`config.mk`:
```
export PLATFORM = sky130hd
export DESIGN_NAME = mem_resp_fifo
export DESIGN_NICKNAME = d
export VERILOG_FILES = /design/src/rtl/mem_resp_fifo.sv
export SDC_FILE = /design/constraint.sdc
export NUM_CORES = 1
export LEC_CHECK = 0
export ABC_AREA = 1
export CAP_MARGIN = 20
export CORE_ASPECT_RATIO = 1.4
export CORE_MARGIN = 2
export CORE_UTILIZATION = 53
export DETAILED_ROUTE_END_ITERATION = 8
export GPL_TIMING_DRIVEN = 0
export PLACE_DENSITY = 0.77
export SETUP_SLACK_MARGIN = 0.05
export SLEW_MARGIN = 20
export SYNTH_ARGS = -nofsm -noshare
export SYNTH_HDL_FRONTEND = slang
export SYNTH_SLANG_ARGS = --single-unit
```
`constraint.sdc`:
```
create_clock -name clk_i -period 1.7 [get_ports clk_i]
set_input_delay 0.255 -clock clk_i [delete_from_list [all_inputs] [get_ports clk_i]]
set_output_delay 0.255 -clock clk_i [all_outputs]
set_load 0.02 [all_outputs]
```
`src/rtl/mem_resp_fifo.sv`:
```
// mem_resp_fifo: in-order response queue, power-of-two depth.
// Ports: clk_i, rst_i (sync, high), push_i/wdata_i, pop_i/rdata_o, full_o, empty_o.
module mem_resp_fifo #(
  parameter int WIDTH = 8,
  parameter int DEPTH = 4
) (
  input  logic             clk_i,
  input  logic             rst_i,
  input  logic             push_i,
  input  logic [WIDTH-1:0] wdata_i,
  input  logic             pop_i,
  output logic [WIDTH-1:0] rdata_o,
  output logic             full_o,
  output logic             empty_o
);

  localparam int AW = $clog2(DEPTH);

  logic [WIDTH-1:0] mem_q [DEPTH];
  logic [AW-1:0]    wptr_q;
  logic [AW-1:0]    rptr_q;
  logic [AW:0]      cnt_q;

  // Pointers wrap naturally since DEPTH is a power of two.
  always_ff @(posedge clk_i) begin
    if (rst_i) begin
      wptr_q <= '0;
      rptr_q <= '0;
      cnt_q  <= '0;
    end else begin
      if (push_i) wptr_q <= wptr_q + 1'b1;
      if (pop_i)  rptr_q <= rptr_q + 1'b1;
      unique case ({push_i, pop_i})
        2'b10:   cnt_q <= cnt_q + 1'b1;
        2'b01:   cnt_q <= cnt_q - 1'b1;
        default: cnt_q <= cnt_q;
      endcase
    end
  end

  always_ff @(posedge clk_i) begin
    if (push_i) mem_q[wptr_q] <= wdata_i;
  end

  assign rdata_o = mem_q[rptr_q];
  assign full_o  = (cnt_q == (AW+1)'(DEPTH));
  assign empty_o = (cnt_q == '0);

endmodule

```
==> flow_metrics.tcl <==
set metrics [dict create \
    fillCellCount 226 \
    post_cts_buffers 0 \
    setup_viol 0 \
    multi_input_area_sq_um 412 \
    max_freq_mhz 628 \
    ys_types 18 \
    die_h_um 69.8 \
    skew_ns 0.00497 \
    die_area_sq_mm 0.00356 \
    crit_arrival_ns 1.34 \
    io_pins 22 \
    route.detailed.drc 0 \
    cp-start-kind "register" \
    seqCellArea_sq_mm 0.00115 \
    synth-seq-area-share 0.697 \
    rows 23 \
    r2r-start "cnt_q[0]$_SDFFE_PP0P_" \
    path_buf_inv 3 \
    first_pass_iters 4 \
    fin_ws_ns 0.107 \
    fin_crit_sh 0.937 \
    critical-path-top-delay-family "buffers and inverters" \
    grt_max_degree 13 \
    finalWirelength_um 2940 \
    synth_area_per_cell_sq_um 12.2 \
    cap_violations 0 \
    cp_cell_sequence "inv_4 > buf_8 > nor2_2 > o22ai_1 > buf_2" \
    power.share.clock 0.304 \
    grtUsageTotal 0.189 \
    antenna_found_initial 0 \
    final_nets 180 \
    antennaDiodeCount 0 \
    num_vias 1080 \
    post-route-util 0.675 \
    syn-cell-area_sq_mm 0.00164 \
    vias_per_cell 5.40 \
    clkSlewWorstSetupHoldPaths_ns 0.07 \
    drtAntennaViolNets 0 \
    p_leak_uw 0.000767 \
    gp_congestion 0.701 \
    critPathMaxFanout 10 \
    ys_ff_latch 41 \
    root_buffer "clkbuf_8" \
    synth_edf_count 32 \
    finalCriticalPeriod_ns 1.59 \
    grt_pass1_vias 1055 \
    preCtsSetupSlack_ns -0.316 \
    outcome "completed" \
    cp_slowest_cell "dfxtp_4" \
    syn2layout_area_growth_pct 19.8 \
    wl_per_cell_um 14.7 \
    coreArea_sq_mm 0.00291 \
    ys_top_cells_by_area "edfxtp_1 59%, dfxtp_1 11%, o21ai_0 5.5%" \
    cp-end-kind "output pin" \
    worstMarginPinSlew_ns 0.365 \
    yosys.area.top_type "edfxtp_1" \
    max_stage_delay_ns 0.38 \
    numCtsBuffers 5 \
    p_sw_uw 497 \
    critPathKind "reg -> out" \
    rsz0062_at_grt "no" \
    finalMaxSlewViolations 0 \
    ctsHoldBuffers 0 \
    combinationalPowerShare 0.134 \
    fp.dieW_um 51.0 \
    port_buffers 21 \
    insertion_delay_ns 0.29 \
    instances_no_fill 200 \
    dr.first_iter.drc_count 30 \
    max_slew_margin 0.756 \
    initial_core_util 0.563 \
    whs_ns 0.454 \
    dp_hpwl_um 1980 \
    layout-drive-gt1-share 0.166 \
    yosys.area.top_type_share 0.587 \
    synth-async-reset-ratio 0 \
    grt_first_pass_wirelength_um 4730 \
    synthesis.nets 152 \
    ir_drop_mv 0.572 \
    dp.cells 192 \
    worstPathRequired_ns 1.44 \
    power.share.switching 0.240 \
    cts.sinks 41 \
    finalHoldViolations 0 \
    hold_class "reg -> reg" \
    ys_warn_count 0 \
    clockBufferDepth 2 \
    grt-ovfl-total 0 \
    power_density_mw_per_mm2 1050 \
    synth-main-ff-cell "edfxtp_1" \
    power_frac_seq 0.562 \
    min-delay-start "rptr_q[1]$_SDFFE_PP0P_" \
    p_int_uw 1570 \
    h-tree-depth 2 \
    synthCells 134 \
    cts_tree "yes" \
]
==> sequential cells by signal, summed over array words and instances, names as in the netlist, named ones only <==
register	cells
mem_q	32
wptr_q	2
rptr_q	2
cnt_q	3
==> synthesized netlist by cell type (2+ instances only) <==
| cell type | n |
|---|---|
| a21oi_1 | 5 |
| buf_6 | 2 |
| dfxtp_1 | 9 |
| edfxtp_1 | 32 |
| ha_1 | 5 |
| inv_1 | 17 |
| nand2_1 | 9 |
| nor2_1 | 17 |
| nor2_2 | 2 |
| nor3_1 | 2 |
| o21ai_0 | 18 |
| o21ai_1 | 2 |
| o21ai_2 | 2 |
| o22ai_1 | 8 |
==> final timing paths <==
check / slack, ns / depth (start not counted) / endpoint
worst max-delay path: 0.11 / 5 / rdata_o[0]
worst max register to register: 0.38 / 8 / cnt_q[2]$_SDFFE_PP0P_
worst min register to register: 0.45 / 1 / register
worst min-delay path: 0.45 / 1 / register
==> logic make-up (layout without fill, tap and decap cells) <==
kind of cell	after synthesis	count (layout)	share of synthesized area
AND/OR/NAND/NOR	32	32	0.0802
buffers and inverters	20	49	0.0550
adder cells (fa/ha/maj)	6	6	0.0504
flip-flops	41	41	0.697
AO/OA/AOI/OAI	35	35	0.118
==> repair_timing <==
action	4_1_cts	5_1_grt
resized for setup	39	7
pin swaps	0	0
setup endpoints to repair	11	6
==> cell usage in the layout, fill, tap and decap left out, drive strengths merged <==
master and count:
ha 5, nor3 2, inv 18, buf 10
edfxtp 32, nor2 19, nand4 1, o22ai 8
nand2 9, clkdlybuf4s50 10, fa 1, a21oi 5
clkbuf 8, nand3 1, dfxtp 9, o21ai 22
dlygate4sd2 3
==> power groups by stage <==
stage	sequential (uW)	combinational, uW	clock (uW)
finish	1160	277	630
detailed placement	1180	303	0
global route	1170	310	666
global placement	1180	287	0
floorplan	1170	169	0
CTS	1160	273	635
==> per-layer routing <==
| metal | vias to the layer above | wire length (um) | track usage |
|---|---|---|---|
| li1 | 522 | - | - |
| met5 | - | 0 | 0 |
| met3 | 8 | 159 | 0.0496 |
| met2 | 46 | 1610 | 0.328 |
| met1 | 504 | 1090 | 0.190 |
| met4 | 0 | 90 | 0.129 |
==> worst reg2reg max path, stage by stage, from the launching register on <==
cell	delay [ns]
dfxtp_1	0.36
inv_1	0.10
fa_2	0.40
inv_1	0.07
nand2_1	0.08
nand3_1	0.08
nand2_1	0.05
inv_1	0.05
nor2_1	0.04
==> cell type report <==
cell class                      instances  area share
Inverter                               18      0.0357
Tap cell                               37      0.0236
Buffer                                  2      0.0134
Sequential cell                        41       0.584
Multi-Input combinational cell         73       0.210
Clock buffer                            8      0.0459
Timing Repair Buffer                   21      0.0874
==> through the flow <==
stage	power (uW)	instance area [sq um]	setup TNS (ns)
final	2070	1960	0
after global routing	2140	1960	0
after CTS	2070	1940	0
after detailed placement	1490	1890	-1.57
after global placement	1470	1890	-1.33
after floorplan	1340	1640	0
No activity file was read; power rests on OpenSTA's default activity.
